## src/rtl/gige_pkg.sv

```systemverilog
`default_nettype none
// +--------------------------------------------------------------------+
// | gige_pkg : shared GigE front-end constants and MDIO frame helpers |
// | Rev 1.0                                                            |
// +--------------------------------------------------------------------+
package gige_pkg;

  localparam logic [1:0] MDIO_OP_READ    = 2'b10;
  localparam logic [1:0] MDIO_OP_WRITE   = 2'b01;
  localparam logic [1:0] MDIO_ST         = 2'b01;
  localparam int         MDIO_PRE_LEN    = 32;
  localparam int         MDIO_FRAME_LEN  = 64;
  localparam logic [5:0] MDIO_RD_OE_LAST = 6'd45;
  localparam logic [5:0] MDIO_SLOT_TA    = 6'd47;
  localparam logic [5:0] MDIO_SLOT_LAST  = 6'd63;

  typedef enum logic [1:0] {
    ST_IDLE = 2'd0,
    ST_XFER = 2'd1,
    ST_GAP  = 2'd2
  } mdio_state_e;

  // Reads leave TA and data as ones so the released line idles high.
  function automatic logic [MDIO_FRAME_LEN-1:0] mdio_frame(
    input logic        wr,
    input logic [4:0]  phy_addr,
    input logic [4:0]  reg_addr,
    input logic [15:0] wdata
  );
    if (wr)
      mdio_frame = {{MDIO_PRE_LEN{1'b1}}, MDIO_ST, MDIO_OP_WRITE,
                    phy_addr, reg_addr, 2'b10, wdata};
    else
      mdio_frame = {{MDIO_PRE_LEN{1'b1}}, MDIO_ST, MDIO_OP_READ,
                    phy_addr, reg_addr, 2'b11, 16'hFFFF};
  endfunction

endpackage
`default_nettype wire

```

## src/rtl/phy_mdio_if.sv

```systemverilog
`default_nettype none
// +--------------------------------------------------------------------+
// | phy_mdio_if : command/response and MDC/MDIO pin bundle             |
// | Rev 1.0                                                            |
// +--------------------------------------------------------------------+
interface phy_mdio_if;
  logic        phy_ready;
  logic        cmd_valid;
  logic        cmd_ready;
  logic        cmd_write;
  logic [4:0]  cmd_phy_addr;
  logic [4:0]  cmd_reg_addr;
  logic [15:0] cmd_wdata;
  logic        rsp_valid;
  logic [15:0] rsp_rdata;
  logic        rsp_err;
  logic        mdc;
  logic        mdio_o;
  logic        mdio_oe;
  logic        mdio_i;

  modport master (
    output phy_ready, cmd_valid, cmd_write, cmd_phy_addr, cmd_reg_addr,
           cmd_wdata, mdio_i,
    input  cmd_ready, rsp_valid, rsp_rdata, rsp_err, mdc, mdio_o, mdio_oe
  );

  modport slave (
    input  phy_ready, cmd_valid, cmd_write, cmd_phy_addr, cmd_reg_addr,
           cmd_wdata, mdio_i,
    output cmd_ready, rsp_valid, rsp_rdata, rsp_err, mdc, mdio_o, mdio_oe
  );
endinterface
`default_nettype wire

```

## src/rtl/phy_mdio_mdc_gen.sv

```systemverilog
`default_nettype none
// +--------------------------------------------------------------------+
// | mdc_gen : MDC divider with slot start/sample/end strobes           |
// | Rev 1.0                                                            |
// +--------------------------------------------------------------------+
module mdc_gen #(
  parameter int CLK_DIV = 10
) (
  input  wire  clk_50,
  input  wire  reset,
  input  logic i_en,
  input  logic i_gap,
  output logic o_mdc,
  output logic o_slot_start,
  output logic o_sample_strb,
  output logic o_slot_end
);

  localparam int            CW     = $clog2(CLK_DIV);
  localparam logic [CW-1:0] C_LAST = CW'(CLK_DIV - 1);

  logic [CW-1:0] r_cnt;
  logic          r_half;
  logic          r_mdc;
  logic          w_cnt_wrap;
  logic          w_half_nxt;

  assign w_cnt_wrap = (r_cnt == C_LAST);
  assign w_half_nxt = w_cnt_wrap ? ~r_half : r_half;

  // MDC is the registered half-phase, held low throughout the idle gap slot.
  always_ff @(posedge clk_50) begin
    if (reset || !i_en) begin
      r_cnt  <= '0;
      r_half <= 1'b0;
      r_mdc  <= 1'b0;
    end else begin
      r_cnt  <= w_cnt_wrap ? '0 : r_cnt + 1'b1;
      r_half <= w_half_nxt;
      r_mdc  <= w_half_nxt & ~i_gap;
    end
  end

  assign o_mdc         = r_mdc;
  assign o_slot_start  = i_en & ~r_half & (r_cnt == '0);
  assign o_sample_strb = i_en & ~r_half & w_cnt_wrap;
  assign o_slot_end    = i_en &  r_half & w_cnt_wrap;

endmodule
`default_nettype wire

```

## src/rtl/phy_mdio.sv

```systemverilog
`default_nettype none
// +--------------------------------------------------------------------+
// | phy_mdio : Clause 22 MDIO master, single read/write per command    |
// | Rev 1.0                                                            |
// +--------------------------------------------------------------------+
module phy_mdio
  import gige_pkg::*;
#(
  parameter int CLK_DIV = 10
) (
  input  wire       clk_50,
  input  wire       reset,
  phy_mdio_if.slave mif
);

  mdio_state_e                r_state;
  mdio_state_e                w_state_nxt;
  logic [MDIO_FRAME_LEN-1:0]  r_sreg;
  logic [5:0]                 r_slot;
  logic                       r_write;
  logic                       r_ta;
  logic [15:0]                r_rd;
  logic                       r_rsp_valid;
  logic [15:0]                r_rsp_rdata;
  logic                       r_rsp_err;
  logic                       w_cmd_ready;
  logic                       w_mdio_oe;
  logic                       w_mdio_o;
  logic                       w_accept;
  logic                       w_mdc;
  logic                       w_slot_start;
  logic                       w_sample_strb;
  logic                       w_slot_end;
  logic                       w_last_slot;

  mdc_gen #(.CLK_DIV(CLK_DIV)) u_mdc_gen (
    .clk_50        (clk_50),
    .reset         (reset),
    .i_en          (r_state != ST_IDLE),
    .i_gap         (r_state == ST_GAP),
    .o_mdc         (w_mdc),
    .o_slot_start  (w_slot_start),
    .o_sample_strb (w_sample_strb),
    .o_slot_end    (w_slot_end)
  );

  assign w_accept    = mif.cmd_valid && w_cmd_ready;
  assign w_last_slot = (r_slot == MDIO_SLOT_LAST);

  always_ff @(posedge clk_50) begin
    if (reset) r_state <= ST_IDLE;
    else       r_state <= w_state_nxt;
  end

  always_comb begin
    w_state_nxt = r_state;
    case (r_state)
      ST_IDLE: if (w_accept) w_state_nxt = ST_XFER;
      ST_XFER: if (w_slot_end && w_last_slot) w_state_nxt = ST_GAP;
      ST_GAP:  if (w_slot_end) w_state_nxt = ST_IDLE;
      default: w_state_nxt = ST_IDLE;
    endcase
  end

  // Reads release the line from the first turnaround slot onward.
  always_comb begin
    w_cmd_ready = (r_state == ST_IDLE) && mif.phy_ready;
    w_mdio_oe   = (r_state == ST_XFER) && (r_write || (r_slot <= MDIO_RD_OE_LAST));
    w_mdio_o    = w_mdio_oe ? r_sreg[MDIO_FRAME_LEN-1] : 1'b1;
  end

  always_ff @(posedge clk_50) begin
    if (reset) begin
      r_sreg      <= '1;
      r_slot      <= '0;
      r_write     <= 1'b0;
      r_ta        <= 1'b1;
      r_rd        <= '1;
      r_rsp_valid <= 1'b0;
      r_rsp_rdata <= '0;
      r_rsp_err   <= 1'b0;
    end else begin
      r_rsp_valid <= 1'b0;
      if (w_accept) begin
        r_sreg  <= mdio_frame(mif.cmd_write, mif.cmd_phy_addr,
                              mif.cmd_reg_addr, mif.cmd_wdata);
        r_slot  <= '0;
        r_write <= mif.cmd_write;
      end else if (r_state == ST_XFER) begin
        if (w_slot_start && (r_slot == '0)) begin
          r_ta <= 1'b1;
          r_rd <= '1;
        end
        if (w_sample_strb && !r_write && (r_slot >= MDIO_SLOT_TA)) begin
          if (r_slot == MDIO_SLOT_TA) r_ta <= mif.mdio_i;
          else                        r_rd <= {r_rd[14:0], mif.mdio_i};
        end
        if (w_slot_end) begin
          r_sreg <= {r_sreg[MDIO_FRAME_LEN-2:0], 1'b1};
          if (w_last_slot) begin
            r_rsp_valid <= 1'b1;
            r_rsp_rdata <= r_write ? 16'h0000 : r_rd;
            r_rsp_err   <= r_write ? 1'b0 : r_ta;
          end else begin
            r_slot <= r_slot + 6'd1;
          end
        end
      end
    end
  end

  assign mif.cmd_ready = w_cmd_ready;
  assign mif.rsp_valid = r_rsp_valid;
  assign mif.rsp_rdata = r_rsp_rdata;
  assign mif.rsp_err   = r_rsp_err;
  assign mif.mdc       = w_mdc;
  assign mif.mdio_o    = w_mdio_o;
  assign mif.mdio_oe   = w_mdio_oe;

endmodule
`default_nettype wire
```

## src/flat_wrapper.sv

```systemverilog
// flat-port wrapper written by rule: the top's interface ports become plain ports
module phy_mdio_flat import gige_pkg::*;
#(
  parameter int CLK_DIV = 10
)
  (clk_50, reset, mif_phy_ready, mif_cmd_valid, mif_cmd_write, mif_cmd_phy_addr, mif_cmd_reg_addr, mif_cmd_wdata, mif_mdio_i, mif_cmd_ready, mif_rsp_valid, mif_rsp_rdata, mif_rsp_err, mif_mdc, mif_mdio_o, mif_mdio_oe);
  phy_mdio_if mif_i ();
  input  wire clk_50;
  input  wire reset;
  input wire logic [$bits(mif_i.phy_ready)-1:0] mif_phy_ready;
  input wire logic [$bits(mif_i.cmd_valid)-1:0] mif_cmd_valid;
  input wire logic [$bits(mif_i.cmd_write)-1:0] mif_cmd_write;
  input wire logic [$bits(mif_i.cmd_phy_addr)-1:0] mif_cmd_phy_addr;
  input wire logic [$bits(mif_i.cmd_reg_addr)-1:0] mif_cmd_reg_addr;
  input wire logic [$bits(mif_i.cmd_wdata)-1:0] mif_cmd_wdata;
  input wire logic [$bits(mif_i.mdio_i)-1:0] mif_mdio_i;
  output wire logic [$bits(mif_i.cmd_ready)-1:0] mif_cmd_ready;
  output wire logic [$bits(mif_i.rsp_valid)-1:0] mif_rsp_valid;
  output wire logic [$bits(mif_i.rsp_rdata)-1:0] mif_rsp_rdata;
  output wire logic [$bits(mif_i.rsp_err)-1:0] mif_rsp_err;
  output wire logic [$bits(mif_i.mdc)-1:0] mif_mdc;
  output wire logic [$bits(mif_i.mdio_o)-1:0] mif_mdio_o;
  output wire logic [$bits(mif_i.mdio_oe)-1:0] mif_mdio_oe;
  assign mif_i.phy_ready = mif_phy_ready;
  assign mif_i.cmd_valid = mif_cmd_valid;
  assign mif_i.cmd_write = mif_cmd_write;
  assign mif_i.cmd_phy_addr = mif_cmd_phy_addr;
  assign mif_i.cmd_reg_addr = mif_cmd_reg_addr;
  assign mif_i.cmd_wdata = mif_cmd_wdata;
  assign mif_i.mdio_i = mif_mdio_i;
  assign mif_cmd_ready = mif_i.cmd_ready;
  assign mif_rsp_valid = mif_i.rsp_valid;
  assign mif_rsp_rdata = mif_i.rsp_rdata;
  assign mif_rsp_err = mif_i.rsp_err;
  assign mif_mdc = mif_i.mdc;
  assign mif_mdio_o = mif_i.mdio_o;
  assign mif_mdio_oe = mif_i.mdio_oe;
  phy_mdio #(.CLK_DIV(CLK_DIV)) u_core (.clk_50(clk_50), .reset(reset), .mif(mif_i));
endmodule
```

## config.mk

```make
export PLATFORM = sky130hd
export DESIGN_NAME = phy_mdio_flat
export DESIGN_NICKNAME = d
export VERILOG_FILES = /design/src/rtl/gige_pkg.sv /design/src/rtl/phy_mdio_if.sv /design/src/rtl/phy_mdio_mdc_gen.sv /design/src/rtl/phy_mdio.sv /design/src/flat_wrapper.sv
export SDC_FILE = /design/constraint.sdc
export NUM_CORES = 1
export LEC_CHECK = 0
export BUFFER_PORTS_ARGS = -buffer_cell sky130_fd_sc_hd__clkbuf_2
export CAP_MARGIN = 20
export CORE_MARGIN = 2
export CORE_UTILIZATION = 55
export CTS_CLUSTER_SIZE = 20
export DETAILED_ROUTE_END_ITERATION = 16
export GPL_TIMING_DRIVEN = 0
export PLACE_DENSITY = 0.73
export SLEW_MARGIN = 10
export SYNTH_ARGS = -nofsm -noshare
export SYNTH_HDL_FRONTEND = slang
export SYNTH_SLANG_ARGS = --single-unit
```

## constraint.sdc

```tcl
create_clock -name clk_50 -period 2 [get_ports clk_50]
set_input_delay 0.1 -clock clk_50 [delete_from_list [all_inputs] [get_ports clk_50]]
set_output_delay 0.1 -clock clk_50 [all_outputs]
set_load 0.01 [all_outputs]
```

After elaboration in Yosys (flattened, before gate mapping) --
Index checks and enable logic that the tools add are counted.
Word-level totals: memory bits (read-only) 0, input port bits 32, word-level logic and storage cells 80, memories kept 0, output and inout port bits 22, bits in latches 0, flip-flop bits (word level) 114, memory bits (writable) 0
Cells by class: bitwise gates (word level) 12, order comparisons 2, shifts and indexed selects 0, mux-type cells 19, reduce and logical (&&, ||, !) cells 25, div/mod/pow operators 0, multipliers 0, eq/ne operators 8, add/sub/neg operators 2
Operators by type and width (count):
- two-way mux 64 bit | 3
- two-way mux 16 bit | 4
- two-way mux 30 bit | 1
- == test 6 bit, second input constant | 2
- logical AND 1 bit | 7
- two-way mux 1 bit | 7
- adder 6 x 1 -> 6 bit, second input constant | 1
- bitwise AND 1 bit | 6
- greater-or-equal comparator 6 bit, second input constant | 1
- less-or-equal comparator 6 bit, second input constant | 1
- logical NOT 6 bit | 1
- two-way mux 2 bit | 3
- != test 2 x 1 -> 1 bit, second input constant | 3
- inverter 1 bit | 6
- one-hot mux 2 bit (3 select lines) | 1
- AND reduction 3 bit | 2
- nonzero test 2 bit | 3
- adder 4 x 1 -> 4 bit, second input constant | 1
- == test 4 bit, second input constant | 1
- logical NOT 4 bit | 1
- AND reduction 2 bit | 2
- AND reduction 4 bit | 1
- OR reduction 2 bit | 2
- OR reduction 4 bit | 1
- other kinds (5) | 7

Longest topological paths before layout --
Gate-level depths: netlist of the first run.
word-level depth 7, depth in mapped cells 10, mapped depth without buffers 6

Hierarchy --
Synthesis of the first run repeated with hierarchy kept, for this count alone.
Second synthesis, totals: cell total of the unflattened synthesis 585, area total of the unflattened synthesis 5208.7 um^2
Modules (own cells, without submodules):
- phy_mdio | times used 1, cells an instance 555, area an instance 4898.4 um^2, seq. area each 2162.1 um^2
- mdc_gen | times used 1, cells an instance 30, area an instance 310.3 um^2, seq. area each 120.1 um^2

Worst setup path after synthesis of the first run --
No wires, ideal clock.
path type reg2reg, start register u_core.u_mdc_gen.r_cnt[0], end register u_core.r_rd[10], stages on the path, launching flop included 9, required time 1.877 ns, slack 0.263 ns, period minus slack after synthesis 1.737 ns, setup time 0.123 ns, arrival 1.614 ns, path buffers 3, cell sequence dfxtp_1 -> ha_1 -> and3b_1 -> buf_6 -> nand3_2 -> or3_1 -> buf_6 -> buf_6 -> o32a_2
On the way: cells in the longest elaborated chain, start to end 6, elaborated cells between the ends (all ways) 10, classes of those cells 1 x eq/ne; 3 x mux; 2 x bitwise; 4 x reduce/logical
RTL lines:
- start: declaration | line phy_mdio_mdc_gen.sv:22 | logic [CW-1:0] r_cnt;
- start signal: assignment | line phy_mdio_mdc_gen.sv:38 | r_cnt <= w_cnt_wrap ? '0 : r_cnt + 1'b1;
- logical NOT 4 bit | line phy_mdio_mdc_gen.sv:45 | assign o_slot_start = i_en & ~r_half & (r_cnt == '0);
- bitwise AND 1 bit | line phy_mdio_mdc_gen.sv:45
- logical AND 1 bit | line phy_mdio.sv:90 | if (w_slot_start && (r_slot == '0)) begin
- two-way mux 16 bit | line phy_mdio.sv:90
- two-way mux 16 bit | line phy_mdio.sv:95 | if (r_slot == MDIO_SLOT_TA) r_ta <= mif.mdio_i;
- two-way mux 16 bit * | line phy_mdio.sv:94 | if (w_sample_strb && !r_write && (r_slot >= MDIO_SLOT_TA)) begin
- end signal: assignment | line phy_mdio.sv:96 | else r_rd <= {r_rd[14:0], mif.mdio_i};
- end: declaration | line phy_mdio.sv:22 | logic [15:0] r_rd;
Every way passes the cells marked *; elsewhere a longest branch is shown, timed or not. A chain may end at the register's enable or synchronous reset.

Worst setup path after layout of the first run --
start register u_core.u_mdc_gen.r_cnt[0], end register u_core.r_rd[12]
Same word-level chain as after synthesis.

==> results.sh, run 1 <==
export IMPL_die_area_um2=8960
export IMPL_tightest_slew_ns=0.510
export IMPL_cts_root_buf="clkbuf_8"
export IMPL_worstPathRequired_ns=2.39
export IMPL_tritoncts="yes"
export IMPL_maxSlewHeadroom=0.660
export IMPL_p_per_area_nw_per_um2=961
export IMPL_final_cell_area_um2=5850
export IMPL_cp_end_kind="register"
export IMPL_netSwitchingFraction=0.205
export IMPL_rsz0062_at_grt="false"
export IMPL_p_clk_frac=0.545
export IMPL_antenna_found_initial=0
export IMPL_drv_slew=0
export IMPL_netlist_instances=529
export IMPL_netlist_area_leader_share=0.505
export IMPL_synth_distinct_cells=45
export IMPL_die_width_um=94.7
export IMPL_num_io_pins=54
export IMPL_yosysMostFrequentCell="nand2_1"
export IMPL_dpl_cell_area_um2=4920
export IMPL_n_antenna_cell=0
export IMPL_ys_seq_area_frac=0.505
export IMPL_path_class="register to register"
export IMPL_synth_enable_flop_cells=0
export IMPL_fin_crit_sh=0.942
export IMPL_dpl_worst_slack_ns=0.0770
export IMPL_clock_path_buffers=2
export IMPL_overflow=0
export IMPL_async_flop_share=0
export IMPL_row_count=33
export IMPL_synth_warnings=0
export IMPL_grt_max_degree=17
export IMPL_outcome="finished, final reports clean"
export IMPL_layout_nets=670
export IMPL_syn_nets=568
export IMPL_yosys_top_cells_count="nand2_1, dfxtp_1, nand3_1"
export IMPL_port_buffers=53
export IMPL_grt_pass1_wl_mm=16.8
export IMPL_instances_no_fill=749
export IMPL_initial_core_util=0.559
export IMPL_syn_mean_instance_area_um2=8.55
export IMPL_synth_seq_cells=114
export IMPL_dr_pass1_iters=5
export IMPL_ys_dominant_reg_cell="dfxtp_1"
export IMPL_hold_viol=0
export IMPL_fin_worst_skew_ns=0.00732
export IMPL_cts_sinks=114
export IMPL_ys_top_cells_by_area="dfxtp_1, nand2_1, nand3_1, a31oi_1, o32a_2"
export IMPL_syn_to_final_growth_pct=29.4
export IMPL_htreeDepth=4
export IMPL_period_needed_ns=1.88
export IMPL_path_max_fanout=10
export IMPL_sequentialPowerShare=0.412
export IMPL_gp_congestion=0.826
export IMPL_worst_hold_path_type="input port to register"
export IMPL_timing_fmax_ghz=0.531
export IMPL_post_dp_hpwl_mm=6.56
export IMPL_via_per_inst=5.37
export IMPL_syn_area_um2=4520
export IMPL_max_cap_violations=0
export IMPL_power_leakage_uw=0.00253
export IMPL_vias=4025
export IMPL_chipHeight_um=94.7
export IMPL_dp_cells=687
export IMPL_track_usage=0.240
export IMPL_yosysTopAreaCell="dfxtp_1"
export IMPL_setup_viol=0
export IMPL_cts_buffers=17
export IMPL_ff2ff_setup_slack_ns=0.12
export IMPL_grt_pass1_vias=3658
export IMPL_ant_nets=0
export IMPL_critPathLaunchType="register"
export IMPL_drcViolationCount=0
export IMPL_drive_above_1_share=0.214
export IMPL_routed_wirelength_mm=10.5
export IMPL_design_core_area_um2=8090
export IMPL_combPwrFrac=0.043
export IMPL_dr_first_iter_drc_count=272
export IMPL_clk_pin_slew_worst_paths_ns=0.06
export IMPL_setup_ws_ns=0.116
export IMPL_p_switching_uw=1150
export IMPL_fin_tns_setup_ns=0
export IMPL_critPathArrivalTime_ns=2.28
export IMPL_ir_drop_uv=702
export IMPL_clock_latency_ns=0.51
export IMPL_intPower_uw=4470
export IMPL_wl_per_cell_um=14.0
worst paths after layout:
kind                                                             from  depth (start not counted)                                     to
worst max-delay path             u_core.u_mdc_gen.r_cnt[0]$_SDFF_PP0_                          8           u_core.r_rd[12]$_SDFFE_PP1P_
worst min-delay path                                            reset                          3          u_core.r_sreg[2]$_SDFFE_PP1P_
worst max register to register   u_core.u_mdc_gen.r_cnt[0]$_SDFF_PP0_                          8           u_core.r_rd[12]$_SDFFE_PP1P_
worst min register to register  u_core.mif.rsp_rdata[11]$_SDFFE_PP0P_                          2  u_core.mif.rsp_rdata[11]$_SDFFE_PP0P_
repair_timing:
item                                   CTS  global route
gates resized for setup                  0             8
hold buffers                            28             0
endpoints found under the hold margin   30             0
setup buffers                            0             2
setup endpoints to repair                0            50
cells in the final DEF (no fill, tap or decap), types with 4 or more instances in the layout:
cell type / instances
clkbuf_16: 16
ha_1: 7
o21ai_0: 4
a21oi_1: 23
nand2_1: 148
clkbuf_8: 6
buf_2: 13
clkbuf_2: 53
nor3_1: 16
buf_6: 5
nor2_1: 22
a31oi_1: 29
dlygate4sd3_1: 28
nand3b_1: 21
clkbuf_1: 17
o32a_2: 16
nand3_1: 39
buf_4: 6
dfxtp_1: 112
inv_1: 7
power by group through the flow:
| stage | combinational [µW] | clock, µW | sequential, µW |
|---|---|---|---|
| after floorplan | 117 | 0 | 2360 |
| after global placement | 185 | 0 | 2370 |
| after detailed placement | 189 | 0 | 2370 |
| after CTS | 234 | 3100 | 2320 |
| after global routing | 263 | 3210 | 2320 |
| final | 239 | 3070 | 2320 |
final cells by class:
type,instances,area (µm²)
sequential,114,2280
fill,653,2240
multi-input combinational,368,2000
timing repair buffer,83,561
clock buffer,24,490
buffer,40,228
tap,105,131
clock inverter,8,124
inverter,7,26.3
cell families (layout without fill, tap and decap cells):
| kind of cell | Yosys count | in the layout | share of synthesized area |
|---|---|---|---|
| flops | 114 | 114 | 0.505 |
| buf+inv | 47 | 162 | 0.0551 |
| xor+xnor | 3 | 3 | 0.00581 |
| simple gates | 276 | 276 | 0.287 |
| fa+ha+maj | 7 | 7 | 0.0194 |
| compound gates | 80 | 80 | 0.124 |
| mux | 2 | 2 | 0.00443 |
layer usage:
layer / part of all wire / global-route usage / wire (µm) / vias to the layer above
li1: - / - / - / 2031
met5: 0 / 0 / 0 / -
met2: 0.50 / 0.401 / 5200 / 91
met3: 0.040 / 0.0774 / 418 / 11
met4: 0.012 / 0.0676 / 127 / 0
met1: 0.45 / 0.298 / 4720 / 1892
flip-flops by register name, indices dropped and copies added, names as in the netlist:
register / flops
u_core.u_mdc_gen.o_mdc: 1
u_core.mif.rsp_valid: 1
u_core.u_mdc_gen.r_half: 1
u_core.r_write: 1
u_core.r_rd: 16
u_core.mif.rsp_err: 1
u_core.mif.rsp_rdata: 16
u_core.r_sreg: 64
u_core.r_state: 2
u_core.r_ta: 1
u_core.u_mdc_gen.r_cnt: 4
u_core.r_slot: 6
worst max-delay path: stages, from the launching register on:
cell and delay [ns]:
dfxtp_1 0.41, ha_1 0.18, and3b_1 0.17, buf_6 0.13, nand3_2 0.09, or3_1 0.34
buf_6 0.14, buf_6 0.13, o32a_2 0.19
through the flow:
| stage | power (µW) | hold slack [ns] | util |
|---|---|---|---|
| after global routing | 5790 | 0.0559 | 0.723 |
| after CTS | 5660 | 0.0503 | 0.718 |
| after floorplan | 2480 | 0.228 | - |
| after detailed placement | 2550 | 0.363 | 0.608 |
| final | 5620 | 0.0543 | 0.723 |
| after global placement | 2550 | 0.353 | 0.608 |
No activity file was read; power rests on OpenSTA's default activity.
==> run 2, diff against run 1 <==
- ABC_AREA: unset -> 1
- CTS_BUF_LIST: unset -> sky130_fd_sc_hd__clkbuf_8
- MAX_ROUTING_LAYER: unset -> met4
==> run 2 against run 1 <==
  * Cell count grew 23%
  * Synthesized area is 8.4% higher
  * Clock power is 33% lower
  * Clock-buffer cell count decreased by 7
  * Die area increased by 8.1%
  * Flip-flop and latch count is the same
==> results.sh, run 2 <==
export IMPL_path_class="register to output port"
export IMPL_sequentialPowerShare=0.494
export IMPL_drive_above_1_share=0.159
export IMPL_cts_buffers=17
export IMPL_power_leakage_uw=0.00313
export IMPL_combPwrFrac=0.086
export IMPL_p_per_area_nw_per_um2=815
export IMPL_grt_pass1_vias=4228
export IMPL_ys_seq_area_frac=0.465
export IMPL_syn_to_final_growth_pct=21.9
export IMPL_async_flop_share=0
export IMPL_ir_drop_uv=599
export IMPL_synth_warnings=0
export IMPL_num_io_pins=54
export IMPL_netlist_instances=696
export IMPL_layout_commonest_cell="nand2_1"
export IMPL_cp_end_kind="output port"
export IMPL_ys_dominant_reg_cell="dfxtp_1"
export IMPL_yosysMostFrequentCell="nand2_1"
export IMPL_clock_latency_ns=0.42
export IMPL_htreeDepth=4
export IMPL_die_width_um=98.4
export IMPL_synth_seq_cells=114
export IMPL_wl_per_cell_um=11.7
export IMPL_antenna_found_initial=0
export IMPL_die_area_um2=9690
export IMPL_fin_tns_setup_ns=0
export IMPL_initial_core_util=0.565
export IMPL_cts_root_buf="clkbuf_8"
export IMPL_tritoncts="yes"
export IMPL_clk_pin_slew_worst_paths_ns=0.07
export IMPL_worst_hold_path_type="input port to register"
export IMPL_maxSlewHeadroom=0.630
export IMPL_via_per_inst=4.95
export IMPL_setup_viol=0
export IMPL_max_cap_violations=0
export IMPL_tightest_slew_ns=0.555
export IMPL_path_max_fanout=6
export IMPL_r2r_start="u_core.u_mdc_gen.r_cnt[0]$_SDFF_PP0_"
export IMPL_dr_first_iter_drc_count=233
export IMPL_period_needed_ns=1.87
export IMPL_top_register="u_core.r_sreg"
export IMPL_post_dp_hpwl_mm=7.18
export IMPL_holdPathEnd="u_core.r_write$_SDFFE_PP0P_"
export IMPL_port_buffers=53
export IMPL_holdPathStages=3
export IMPL_dr_pass1_iters=5
export IMPL_syn_nets=735
export IMPL_syn_mean_instance_area_um2=7.05
export IMPL_dpl_worst_slack_ns=0.171
export IMPL_grt_max_degree=17
export IMPL_timing_fmax_ghz=0.536
export IMPL_routed_wirelength_mm=10.8
export IMPL_clock_path_buffers=2
export IMPL_min_from="mif_cmd_write"
export IMPL_syn_area_um2=4900
export IMPL_ys_top_cells_by_area="dfxtp_1, nand2_1, nand3_1, inv_1, a21oi_1"
export IMPL_nFillCells=745
export IMPL_critPathLaunchType="register"
export IMPL_p_switching_uw=1250
export IMPL_vias=4552
export IMPL_p_clk_frac=0.420
export IMPL_netSwitchingFraction=0.256
export IMPL_n_antenna_cell=0
export IMPL_ant_nets=0
export IMPL_outcome="finished, final reports clean"
export IMPL_fin_worst_skew_ns=0.00840
export IMPL_setup_ws_ns=0.133
export IMPL_hold_viol=0
export IMPL_intPower_uw=3630
export IMPL_ff2ff_path_depth=9
export IMPL_gp_congestion=0.789
export IMPL_yosysTopAreaCell="dfxtp_1"
export IMPL_netlist_area_leader_share=0.465
export IMPL_fin_util=0.689
export IMPL_grt_pass1_wl_mm=18.6
export IMPL_r2r_end="u_core.r_sreg[23]$_SDFFE_PP1P_"
export IMPL_layout_nets=837
export IMPL_synth_distinct_cells=33
export IMPL_cts_sinks=114
export IMPL_chipHeight_um=98.4
export IMPL_yosys_top_cells_count="nand2_1, dfxtp_1, nand3_1"
export IMPL_track_usage=0.239
export IMPL_drv_slew=0
export IMPL_overflow=0
export IMPL_design_core_area_um2=8680
export IMPL_layout_common_cells="nand2_1, dfxtp_1, nand3_1"
export IMPL_synth_enable_flop_cells=0
export IMPL_row_count=34
export IMPL_fin_crit_sh=0.933
export IMPL_largest_register_ffs=64
export IMPL_critPathArrivalTime_ns=1.77
export IMPL_drcViolationCount=0
export IMPL_rsz0062_at_grt="false"
export IMPL_worstPathRequired_ns=1.90
export IMPL_ff2ff_setup_slack_ns=0.15
==> run 2: timing repair <==
item                                   4_1_cts  5_1_grt
setup endpoints to repair                    0       13
buffers inserted                             0        4
hold buffers                                26        0
gates resized for setup                      0        2
endpoints found under the hold margin       26        0
==> run 2: worst max-delay path by stage <==
stage / startpoint / endpoint / slack, ns
final: u_core.r_slot[0]$_SDFFE_PP0P_ / mif_mdio_o / 0.13
after global routing: u_core.u_mdc_gen.r_cnt[0]$_SDFF_PP0_ / u_core.r_sreg[10]$_SDFFE_PP1P_ / 0.007
after CTS: u_core.r_slot[0]$_SDFFE_PP0P_ / mif_mdio_o / 0.02
after detailed placement: u_core.u_mdc_gen.r_cnt[0]$_SDFF_PP0_ / u_core.r_sreg[39]$_SDFFE_PP1P_ / 0.17
after global placement: u_core.u_mdc_gen.r_cnt[0]$_SDFF_PP0_ / u_core.r_sreg[15]$_SDFFE_PP1P_ / 0.24
after floorplan: u_core.u_mdc_gen.r_cnt[0]$_SDFF_PP0_ / u_core.r_sreg[10]$_SDFFE_PP1P_ / 0.48
==> run 2: logic make-up after synthesis <==
family / Yosys count / synth area share
adders and majority gates: 7 / 0.0179
AOI/OAI and AO/OA: 50 / 0.0538
DFF: 114 / 0.465
buffers and inverters: 107 / 0.0911
xor gates and xnor gates: 5 / 0.00893
and+or+nand+nor: 413 / 0.363
==> run 2: routing by layer <==
metal  track usage  vias to the layer above  routed length (µm)
met5             -                        -                   0
met4        0.0801                        0                 143
met3        0.0525                       15                 459
met2         0.390                      107                5220
met1         0.296                     2056                4950
li1              -                     2374                   -
==> run 2: worst max-delay path, stage by stage (launching register included) <==
cell,delay [ns]
dfxtp_2,0.38
inv_1,0.10
ha_1,0.20
o31ai_1,0.30
nand3_1,0.12
nand3b_1,0.11
clkbuf_2,0.13
==> run 2: stage by stage <==
stage / hold WS (ns) / std cells / power, µW / instance area (µm²)
after floorplan: 0.236 / 696 / 2720 / 4900
after detailed placement: 0.362 / 857 / 2830 / 5300
after CTS: 0.0219 / 915 / 4900 / 5940
after global placement: 0.352 / 857 / 2810 / 5300
after global routing: 0.0470 / 919 / 5090 / 5980
final: 0.0268 / 919 / 4870 / 5980
==> run 2: cell type report <==
class | count | area [µm²] | share of cell area
Buffer | 32 | 163 | 0.0272
Clock buffer | 17 | 234 | 0.0391
Clock inverter | 15 | 144 | 0.0241
Inverter | 75 | 284 | 0.0475
Multi-Input combinational cell | 475 | 2180 | 0.365
Sequential cell | 114 | 2280 | 0.382
Tap cell | 108 | 135 | 0.0226
Timing Repair Buffer | 83 | 556 | 0.0929
==> run 2: power groups by stage <==
stage	Sequential [µW]	Clock (µW)	Combinational (µW)
after floorplan	2450	0	267
after global placement	2460	0	358
after detailed placement	2460	0	370
after CTS	2410	2080	412
after global routing	2420	2190	476
final	2410	2050	417
